==> config.mk <==
export PLATFORM = sky130hd
export DESIGN_NAME = obstacle_spawner
export DESIGN_NICKNAME = d
export VERILOG_FILES = /design/src/rtl/obstacle_spawner.sv
export SDC_FILE = /design/constraint.sdc
export NUM_CORES = 1
export LEC_CHECK = 0
export CORE_MARGIN = 5
export CORE_UTILIZATION = 41
export DETAILED_ROUTE_END_ITERATION = 8
export PLACE_DENSITY = 0.71
export SYNTH_ARGS = -nofsm -noshare
export SYNTH_HDL_FRONTEND = slang
export SYNTH_SLANG_ARGS = --single-unit
==> constraint.sdc <==
create_clock -name clk -period 3.1 [get_ports clk]
set_input_delay 0.465 -clock clk [delete_from_list [all_inputs] [get_ports clk]]
set_output_delay 0.465 -clock clk [all_outputs]
set_load 0.02 [all_outputs]
==> src/rtl/obstacle_spawner.sv <==
// Obstacle spawner: paces obstacle creation in frames (interval shrinks with speed),
// picks a non-repeating lane from a 16-bit Galois LFSR and issues the create handshake.
module obstacle_spawner #(
   parameter int unsigned ROAD_LEFT_X   = 160,
   parameter int unsigned LANE_WIDTH    = 80,
   parameter int unsigned NUM_LANES     = 4,
   parameter int unsigned BASE_INTERVAL = 90,
   parameter int unsigned MIN_INTERVAL  = 30,
   parameter logic [15:0] LFSR_SEED     = 16'hACE1
) (
   input  logic        clk,
   input  logic        resetN,
   input  logic        startOfFrame,
   input  logic [4:0]  speed,
   input  logic        gameOver,
   input  logic        object_ready,
   output logic        createObject,
   output logic [10:0] objectX,
   output logic [7:0]  spawnCount
);

   localparam int unsigned LANE_BITS = $clog2(NUM_LANES);
   localparam int unsigned X_W       = 11;
   localparam int unsigned CNT_W     = 8;
   localparam int unsigned LFSR_W    = 16;

   localparam logic [LFSR_W-1:0] LFSR_MASK = 16'hB400;

   localparam logic [1:0] IDLE_ST = 2'd0;
   localparam logic [1:0] WAIT_ST = 2'd1;
   localparam logic [1:0] PICK_ST = 2'd2;
   localparam logic [1:0] ARM_ST  = 2'd3;

   logic [1:0]           state_q,     state_d;
   logic [CNT_W-1:0]     cnt_q,       cnt_d;
   logic [LANE_BITS-1:0] prev_lane_q, prev_lane_d;
   logic [X_W-1:0]       objx_q,      objx_d;
   logic [CNT_W-1:0]     spawn_cnt_q, spawn_cnt_d;
   logic [LFSR_W-1:0]    lfsr_q,      lfsr_d;

   logic [CNT_W-1:0]     speed_x2;
   logic [CNT_W-1:0]     interval_raw;
   logic [CNT_W-1:0]     interval_c;
   logic [LANE_BITS-1:0] lane_raw;
   logic [LANE_BITS-1:0] lane_pick;
   logic [X_W-1:0]       lane_x;

   // Spawn interval in frames: BASE - 2*speed, clamped from below.
   always_comb begin
      speed_x2     = CNT_W'({speed, 1'b0});
      interval_raw = CNT_W'(BASE_INTERVAL) - speed_x2;
      interval_c   = (interval_raw < CNT_W'(MIN_INTERVAL)) ? CNT_W'(MIN_INTERVAL) : interval_raw;
   end

   // Lane choice: bump to the neighbouring lane if the LFSR repeats the last one.
   always_comb begin
      lane_raw  = lfsr_q[LANE_BITS-1:0];
      lane_pick = (lane_raw == prev_lane_q) ? LANE_BITS'(lane_raw + LANE_BITS'(1)) : lane_raw;
      lane_x    = X_W'(ROAD_LEFT_X) + X_W'(lane_pick) * X_W'(LANE_WIDTH);
   end

   // Mealy create strobe so the mover sees it in the same cycle it reports ready.
   assign createObject = (state_q == ARM_ST) & object_ready & ~gameOver;
   assign objectX      = objx_q;
   assign spawnCount   = spawn_cnt_q;

   always_comb begin
      state_d     = state_q;
      cnt_d       = cnt_q;
      prev_lane_d = prev_lane_q;
      objx_d      = objx_q;
      spawn_cnt_d = spawn_cnt_q;
      lfsr_d      = (lfsr_q >> 1) ^ (lfsr_q[0] ? LFSR_MASK : '0);

      if (gameOver) begin
         state_d = IDLE_ST;
         cnt_d   = '0;
      end else begin
         case (state_q)
            IDLE_ST: begin
               state_d = WAIT_ST;
               cnt_d   = interval_c;
            end
            WAIT_ST: begin
               if (startOfFrame) begin
                  cnt_d = cnt_q - CNT_W'(1);
                  if (cnt_q == CNT_W'(1)) begin
                     state_d = PICK_ST;
                  end
               end
            end
            PICK_ST: begin
               prev_lane_d = lane_pick;
               objx_d      = lane_x;
               state_d     = ARM_ST;
            end
            ARM_ST: begin
               if (createObject) begin
                  state_d = WAIT_ST;
                  cnt_d   = interval_c;
                  if (spawn_cnt_q != {CNT_W{1'b1}}) begin
                     spawn_cnt_d = spawn_cnt_q + CNT_W'(1);
                  end
               end
            end
            default: state_d = IDLE_ST;
         endcase
      end
   end

   always_ff @(posedge clk or negedge resetN) begin
      if (!resetN) begin
         state_q     <= IDLE_ST;
         cnt_q       <= '0;
         prev_lane_q <= '0;
         objx_q      <= X_W'(ROAD_LEFT_X);
         spawn_cnt_q <= '0;
         lfsr_q      <= LFSR_SEED;
      end else begin
         state_q     <= state_d;
         cnt_q       <= cnt_d;
         prev_lane_q <= prev_lane_d;
         objx_q      <= objx_d;
         spawn_cnt_q <= spawn_cnt_d;
         lfsr_q      <= lfsr_d;
      end
   end

endmodule
# Word-level counts from Yosys, hierarchy flattened
# Cells that the tools add are included.
[classes]
n_addsub = 5
order_cmp = 1
mul = 1
bitwise = 4
reduce_logical = 6
n_mux = 12
n_eq_ne = 9
[ops]
columns = ["cell", "count"]
rows = [
  ["$mux W8", 4],
  ["$pmux W8 S3", 1],
  ["$mux W16", 1],
  ["$xor A15 B16 Y16", 1],
  ["$add A8 B9 Y10 const A", 1],
  ["$mux W2", 5],
  ["$ne A3 B3 Y1 const B", 3],
  ["$add A8 B1 Y8 const B", 1],
  ["$eq A8 B1 Y1 const B", 1],
  ["$lt A8 B5 Y1 const B", 1],
  ["$ne A8 B8 Y1 const B", 1],
  ["$pmux W2 S4", 1],
  ["$sub A7 B6 Y8 const A", 1],
  ["$sub A8 B1 Y8 const B", 1],
  ["$reduce_and A3 Y1", 2],
  ["$mul A2 B3 Y5 const B", 1],
  ["$eq A2 B2 Y1 const B", 2],
  ["$reduce_and A4 Y1", 1],
  ["$reduce_bool A4 Y1", 1],
  ["$add A2 B1 Y2 const B", 1],
  ["$and A1 B1 Y1", 2],
  ["$eq A2 B1 Y1 const B", 1],
  ["$eq A2 B2 Y1", 1],
  ["$logic_not A2 Y1", 1],
  ["other kinds (2)", 2],
]
[totals]
output_inout_bits = 20
elab_cells = 44
inputBits = 10
regBits = 47

# Logic depth before layout (Yosys ltp)
[depth]
ltp_word = 6
mapped_depth = 7

# Worst setup path before layout
# OpenSTA, ideal clock, no wires.
[synth_path]
path_type = "register to register"
start = "reg state_q[0]"
end = "reg cnt_q[6]"
synth_period_minus_slack_ps = 1986
setup_time_ps = 82
arrival_ps = 1904
stages_incl_launch_ff = 7
path_buffers = 1
slack_ps = 1114
path_cell_list = "dfrtp_1 > ha_1 > nor2b_1 > or3_1 > clkbuf_1 > or4_1 > a31oi_1"
[synth_between]
elab_chain_cells = 5
word_cells_on_any_way = 11
cone_classes = "eq/ne: 4; mux: 2; bitwise: 2; reduce/logical: 3"
[synth_lines]
columns = ["item", "line", "source"]
rows = [
  ["start: declaration", "34", "logic [1:0] state_q, state_d;"],
  ["start signal: assignment", "120", "state_q <= state_d;"],
  ["$eq A2 B2 Y1", "63, 79", ""],
  ["$and A1 B1 Y1 (2 in series)", "63", "assign createObject = (state_q == ARM_ST) & object_ready & ~gameOver;"],
  ["$ne A3 B3 Y1 (no source line)", "n/a", ""],
  ["$reduce_and A3 Y1 (no source line)", "n/a", ""],
  ["end signal: assignment", "121", "cnt_q <= cnt_d;"],
  ["end: declaration", "35", "logic [CNT_W-1:0] cnt_q, cnt_d;"],
]
# Parallel ways exist; a longest one is shown, timed or not.
# A chain may end at the register's enable or synchronous reset.

# Worst setup path after layout
[layout_path]
start = "reg state_q[1]"
end = "reg cnt_q[7]"
# Same word-level chain as after synthesis.

==> metrics.md <==
| Metric | Value |
|---|---|
| Number of global-route vias before repair | 1,278 |
| Static leakage | 1.032 nW |
| Hold Violations, Final | 0 |
| Die extent in x | 78.06 µm |
| Number of top-level pins | 30 |
| Post-cts gate resize count | 0 |
| Pwr Density | 615.8 nW/µm² |
| Kind of end point of the critical path | flop |
| Number of setup violations in the final report | 0 |
| Clock latency on the worst-skew pair | 0.29 ns |
| Final-layout fill cell count | 406 |
| Clock buffer depth | 2 |
| Design Area, Final | 2245 µm² |
| CP startpoint | state_q[1] |
| Pre-CTS worst setup slack | 0.7054 ns |
| Total area of multi-input combinational cells | 839.6 µm² |
| Count of buffers from port buffering | 23 |
| Number of enable flip-flop cells after synthesis | 0 |
| Antenna diode instance count | 0 |
| Number of warnings issued by yosys | 0 |
| Launch point of the worst reg-to-reg path | state_q[1] |
| Remaining max-slew budget at the tightest pin | 0.4506 |
| Total design power | 1.382 mW |
| Detailed-route vias per instance | 5.315 |
| Number of clock sinks | 39 |
| Setup ws final | 0.7070 ns |
| Post-Syn Area per Cell | 10.49 µm² |
| Clk_skew | 0.006768 ns |
| Worst vdd rail ir drop | 0.3301 mV |
| Global-route wire length before repair | 5968 µm |
| Worst-path clk slew | 0.07 ns |
| Final critical-path share of the clock period | 0.7719 |
| Sequential cell area fraction in the yosys report | 0.5204 |
| Signed area change from the synthesized netlist to the final layout | 18.18% |
| Row cnt | 24 |
| Count of TritonRoute iterations in the first routing pass | 4 |
| Count of H-tree levels built during CTS | 2 |
| Worst path arrival time | 2.60 ns |
| Maximum number of pins on one net before global-route repair | 40 |
| Antenna-violating nets left | 0 |
| CTS tree | built |
| Count of different cell masters after synthesis | 41 |
| Dominant synthesized flop cell | sky130_fd_sc_hd__dfrtp_1 |
| Global route overflow | 0 |
| Post-CTS Hold Fix Bufs | 0 |
| Post-detailed-placement cell area | 2160 µm² |
| Overall via count from detail_route | 1,382 |
| Tightest Pin Transition | 0.8241 ns |
| Crit Path Class | reg -> reg |
| Post-layout minimum cycle time | 2.393 ns |
| Max Cap Violations | 0 |
| Area of the mapped netlist | 1899 µm² |
| Number of pins with negative max-slew slack in the final report | 0 |
| Wire length per cell | 13.00 µm |
| Ratio of cells with drive above 1 in the final layout | 0.1154 |
| CTS root buf | sky130_fd_sc_hd__clkbuf_8 |
| Crit path cell chain | inv_1 > ha_1 > nor3_1 > or3_1 > or4_1 > a31oi_1 |
| Finished Layout Cells | 260 |
| Number of flip-flops and latches in the synthesized netlist | 39 |
| Type of origin of the critical path | flop |
| Unrepaired setup endpoints after global routing | false |
| Number of antenna violations at the first check in global routing | 0 |
| Crit path largest cell delay | 0.50 ns |
| Total instance count after detailed placement | 252 |
| Postcts setup bufs | 0 |
| Inserted Clock Buffers | 5 |
| Die height | 78.06 µm |
| Core box area | 4414 µm² |
| Accumulated negative setup slack | 0 ns |
| Floorplan die area | 6093 µm² |
| Worst Hold Class | in -> async |
| Drt total wl | 3381 µm |
| Post-Syn Instances | 181 |
| HPWL Detailed | 2423 µm |
| Required time reported for the critical path endpoint | 3.31 ns |
| Highest fanout seen on the critical path | 16 |
| Nets | 227 |
| Cell with the biggest individual delay on the critical path | sky130_fd_sc_hd__or4_1 |
| Routability congestion estimate from global placement | 0.7785 |
| Drt drc | 0 |
| Number of DRC violations after detailed-routing iteration 0 | 51 |
| Run status | complete, no violations |
| Effective utilization at floorplan | 0.4303 |
| Proportion of synthesized flip-flops having asynchronous set or reset | 1.000 |
| GRT Total Usage | 0.1214 |
| Area taken by flip-flops and latches | 988.4 µm² |
| Peak clock frequency supported by timing | 417.9 MHz |
## layout by cell type (no fill, tap or decap), types with 5 or more instances in the layout
| cell type | instances |
|---|---|
| sky130_fd_sc_hd__clkdlybuf4s50_1 | 22 |
| sky130_fd_sc_hd__xnor2_1 | 7 |
| sky130_fd_sc_hd__conb_1 | 6 |
| sky130_fd_sc_hd__o21ai_0 | 8 |
| sky130_fd_sc_hd__clkbuf_8 | 5 |
| sky130_fd_sc_hd__nor3_1 | 6 |
| sky130_fd_sc_hd__dfstp_2 | 10 |
| sky130_fd_sc_hd__dfrtp_1 | 29 |
| sky130_fd_sc_hd__a21oi_1 | 13 |
| sky130_fd_sc_hd__ha_1 | 10 |
| sky130_fd_sc_hd__nand2_1 | 22 |
| sky130_fd_sc_hd__xor2_1 | 8 |
| sky130_fd_sc_hd__inv_1 | 7 |
| sky130_fd_sc_hd__nand3_1 | 8 |
## path summary, 6_finish.rpt
kind                            endpoint  slack, ns  cells after the start
max                             cnt_q[7]       0.71                      6
max reg2reg                     cnt_q[7]       0.71                      6
min in group clk               lfsr_q[3]       0.35                      0
max in group asynchronous      lfsr_q[1]       2.31                      1
min reg2reg                    lfsr_q[3]       0.35                      0
min                        spawnCount[7]       0.27                      1
## cells in the mapped netlist (2+ instances only)
| cell type | count | area [µm²] |
|---|---|---|
| sky130_fd_sc_hd__ha_1 | 10 | 125.1 |
| sky130_fd_sc_hd__nor2_1 | 2 | 7.510 |
| sky130_fd_sc_hd__inv_1 | 7 | 26.28 |
| sky130_fd_sc_hd__nand2_1 | 22 | 82.58 |
| sky130_fd_sc_hd__clkbuf_1 | 5 | 18.77 |
| sky130_fd_sc_hd__dfstp_2 | 10 | 262.8 |
| sky130_fd_sc_hd__or4_1 | 3 | 22.52 |
| sky130_fd_sc_hd__xnor2_1 | 7 | 61.31 |
| sky130_fd_sc_hd__o31ai_1 | 2 | 15.01 |
| sky130_fd_sc_hd__o21a_1 | 2 | 15.01 |
| sky130_fd_sc_hd__a21o_1 | 3 | 22.52 |
| sky130_fd_sc_hd__a21oi_1 | 13 | 65.06 |
| sky130_fd_sc_hd__o21ai_0 | 8 | 40.04 |
| sky130_fd_sc_hd__nand2b_1 | 2 | 12.51 |
| sky130_fd_sc_hd__nand3_1 | 8 | 40.04 |
| sky130_fd_sc_hd__nor3_1 | 6 | 30.03 |
| sky130_fd_sc_hd__a31oi_1 | 3 | 18.77 |
| sky130_fd_sc_hd__or3_1 | 2 | 12.51 |
| sky130_fd_sc_hd__xor2_1 | 8 | 70.07 |
| sky130_fd_sc_hd__nand4_1 | 2 | 12.51 |
| sky130_fd_sc_hd__dfrtp_1 | 29 | 725.7 |
| sky130_fd_sc_hd__nor2b_1 | 3 | 18.77 |
| sky130_fd_sc_hd__buf_4 | 6 | 45.04 |
## routing by layer
| metal | GRT usage | wire length [µm] | up-vias |
|---|---|---|---|
| li1 | - | - | 675 |
| met1 | 0.1625 | 1595 | 662 |
| met2 | 0.1821 | 1541 | 35 |
| met3 | 0.03089 | 178 | 10 |
| met4 | 0.06081 | 66 | 0 |
| met5 | 0 | 0 | - |
## logic make-up (layout without fill, tap and decap cells)
family | count (synthesis) | count (layout) | synth area share
flops | 39 | 39 | 0.5204
xor+xnor | 15 | 15 | 0.06917
compound gates | 41 | 41 | 0.1364
simple gates | 56 | 56 | 0.1535
fa+ha+maj | 10 | 10 | 0.06588
mux | 1 | 1 | 0.005270
buf+inv | 18 | 40 | 0.04743
other cells | 1 | 6 | 0.001974
## power breakdown
group	internal, mW	total (mW)	switching [mW]	leakage [nW]
combinational	0.190	0.415	0.226	0.496
clock	0.157	0.327	0.170	0.0412
sequential	0.573	0.639	0.0661	0.495
## sequential cells by signal, summed over array words and instances (netlist names)
register     count
spawnCount       8
objectX          3
cnt_q            8
state_q          2
lfsr_q          16
prev_lane_q      2
## stage by stage
| stage | hold WS [ns] | utilization |
|---|---|---|
| 6_report | 0.2704 | 0.5085 |
| 5_1_grt | 0.3376 | 0.5085 |
| 4_1_cts | 0.2943 | 0.5085 |
| 3_5_place_dp | 0.3371 | 0.4892 |
| 3_3_place_gp | 0.3385 | 0.4892 |
| 2_1_floorplan | 0.1694 | - |
## layout make-up
| cell class | instances | share of cell area |
|---|---|---|
| inverter | 7 | 0.01171 |
| tap | 52 | 0.02899 |
| timing repair buffer | 25 | 0.1070 |
| clock buffer | 6 | 0.03233 |
| clock inverter | 2 | 0.005574 |
| sequential | 39 | 0.4404 |
| multi-input combinational | 129 | 0.3740 |
## worst max-delay path: cells and delay by family, from the launching register on
family	cells	cell delay [ns]
and+or+nand+nor	3	1.14
DFF	1	0.40
AOI/OAI and AO/OA	1	0.18
buffers and inverters	1	0.11
adders and majority gates	1	0.48
Note: power is estimated with default switching activity, not from simulation.
==> RTL edit, RTL diff (config.mk and constraints unchanged) <==
The parameter `NUM_LANES` goes from 4 to 2.
--- a/src/rtl/obstacle_spawner.sv
+++ b/src/rtl/obstacle_spawner.sv
@@ -3,7 +3,7 @@
 module obstacle_spawner #(
    parameter int unsigned ROAD_LEFT_X   = 160,
    parameter int unsigned LANE_WIDTH    = 80,
-   parameter int unsigned NUM_LANES     = 4,
+   parameter int unsigned NUM_LANES     = 2,
    parameter int unsigned BASE_INTERVAL = 90,
    parameter int unsigned MIN_INTERVAL  = 30,
    parameter logic [15:0] LFSR_SEED     = 16'hACE1
Check against the original RTL: no difference found for any inputs over 10 cycles, from zero or initial values and one cycle with resetN low; that may be too few to reach the edited logic, so the function may still have changed.
==> RTL edit against the original RTL <==
- worst setup slack improved by 0.030 ns
- critical path depth decreased by 2
- wire length decreased by 14%
- non-clock buffer count decreased by 4
- worst hold slack improved by 0.24 ns
- via count decreased by 23%
- critical path type is now input pin to primary output
- final area decreased by 31%
- sequential cell count decreased by 20
- synthesized area decreased by 31%
- sequential power decreased by 38%
- count of clock-buffer cells in the layout decreased by 3
- total power decreased by 21%
- global-route usage increased by 2.0 points
- clock skew decreased by 0.0037 ns
==> RTL edit: results (changes against the original RTL) <==
[detailed_routing]
first_iter_violations=31  ; -39%
routed_wl_um=2890  ; -14%
vias_per_cell=5.30  ; -0.35%
post_drt_wl_per_cell_um=14.3  ; +10%

[yosys]
synth_compound_area_frac=0.138  ; +0.00147
synth_cells=140  ; -23%
synth_cell_types=40  ; -2.4%
synthTopCellsByArea=dfrtp_1 (36%), ha_1 (8.6%), buf_4 (6.3%)
synthAdderAreaFrac=0.0856  ; +0.0197
synth-xor-area-share=0.0532  ; -0.0159
synthTopCellsByCount=dfrtp_1 (19), buf_4 (11), nand2_1 (11)
synthMuxAreaShare=0.0466  ; +0.0413
ys_seq_area_frac=0.361  ; -0.159

[timing]
slew_headroom=0.407  ; -0.0432
fmax_ghz=0.423  ; +1.3%
clock_skew_ns=0.00306  ; -0.00371 ns
whs_ns=0.508  ; +0.238 ns

[placement]
pre_cts_slack_ns=0.723  ; +0.0174 ns
hpwlAfterDp_um=2190  ; -9.7%
portBuffers=20  ; -13%
place_area_mm2=0.00151  ; -30%
place_inst=198  ; -21%
routabilityCongestion=0.788  ; +1.3%

[setup_path]
worstPathArrival_ns=1.90  ; -0.70 ns
critPathTopFamily=buffers and inverters
cp_slowest_stage_delay_ns=0.64  ; +0.14 ns
endpoint=createObject
cpMaxStageDelayCell=clkdlybuf4s50_1
crit_path_start=object_ready
timing.rr.end=cnt_q[4]$_DFFE_PN0P_
reg2reg_slack_ns=0.80  ; +0.09 ns
cp_max_fo=3  ; -13

[pwr]
p_total_w=0.00109  ; -21%
ir_drop_mv=0.307  ; -7.0%
p_leak_nw=0.669  ; -35%

[grt]
grtUsageTotal=0.141  ; +0.0198
grt_pass1_vias=1108  ; -13%
grt_first_pass_wirelength_um=4870  ; -18%
grt_max_degree=20  ; -50%

[clock_tree]
clock_path_buffers=2  ; unchanged
path_clk_slew_ns=0.11  ; +0.04 ns
cts_buffers=3  ; -2
htree_levels=1  ; -1
root_buffer=clkbuf_4

[finish]
layout.nets=178  ; -22%
drive_gt1_frac=0.0759  ; -0.0394
fill_cells=309  ; -24%

[min_path]
hold_class=register to register

[status]
status=complete, no violations

-- RTL edit: power breakdown --
group | switching [W] | internal (W) | leakage [nW]
Sequential | 0.0000794 | 0.000314 | 0.253
Clock | 0.0000808 | 0.0000482 | 0.0177
Combinational | 0.000322 | 0.000243 | 0.399
Total | 0.000482 | 0.000605 | 0.669
-- RTL edit: layout make-up --
type / instances / area [um^2] / share of cell area
multi-input combinational: 107 / 746 / 0.485
sequential: 19 / 475 / 0.309
timing repair buffer: 21 / 208 / 0.135
tap: 44 / 55.1 / 0.0358
inverter: 7 / 26.3 / 0.0171
clock buffer: 3 / 22.5 / 0.0146
clock inverter: 1 / 5.00 / 0.00325
-- RTL edit: worst register-to-register path, cell delays in order, from the launching register on --
cell and delay, ns:
dfrtp_1 0.44, inv_1 0.10, ha_1 0.42, nor3_1 0.14, or3_1 0.45, or4_4 0.52
a41oi_2 0.17
-- RTL edit: metal layers --
metal,track usage,part of all wire
met1,0.174,0.44
met2,0.243,0.48
met3,0.0304,0.071
met4,0.0457,0.015
met5,0,0
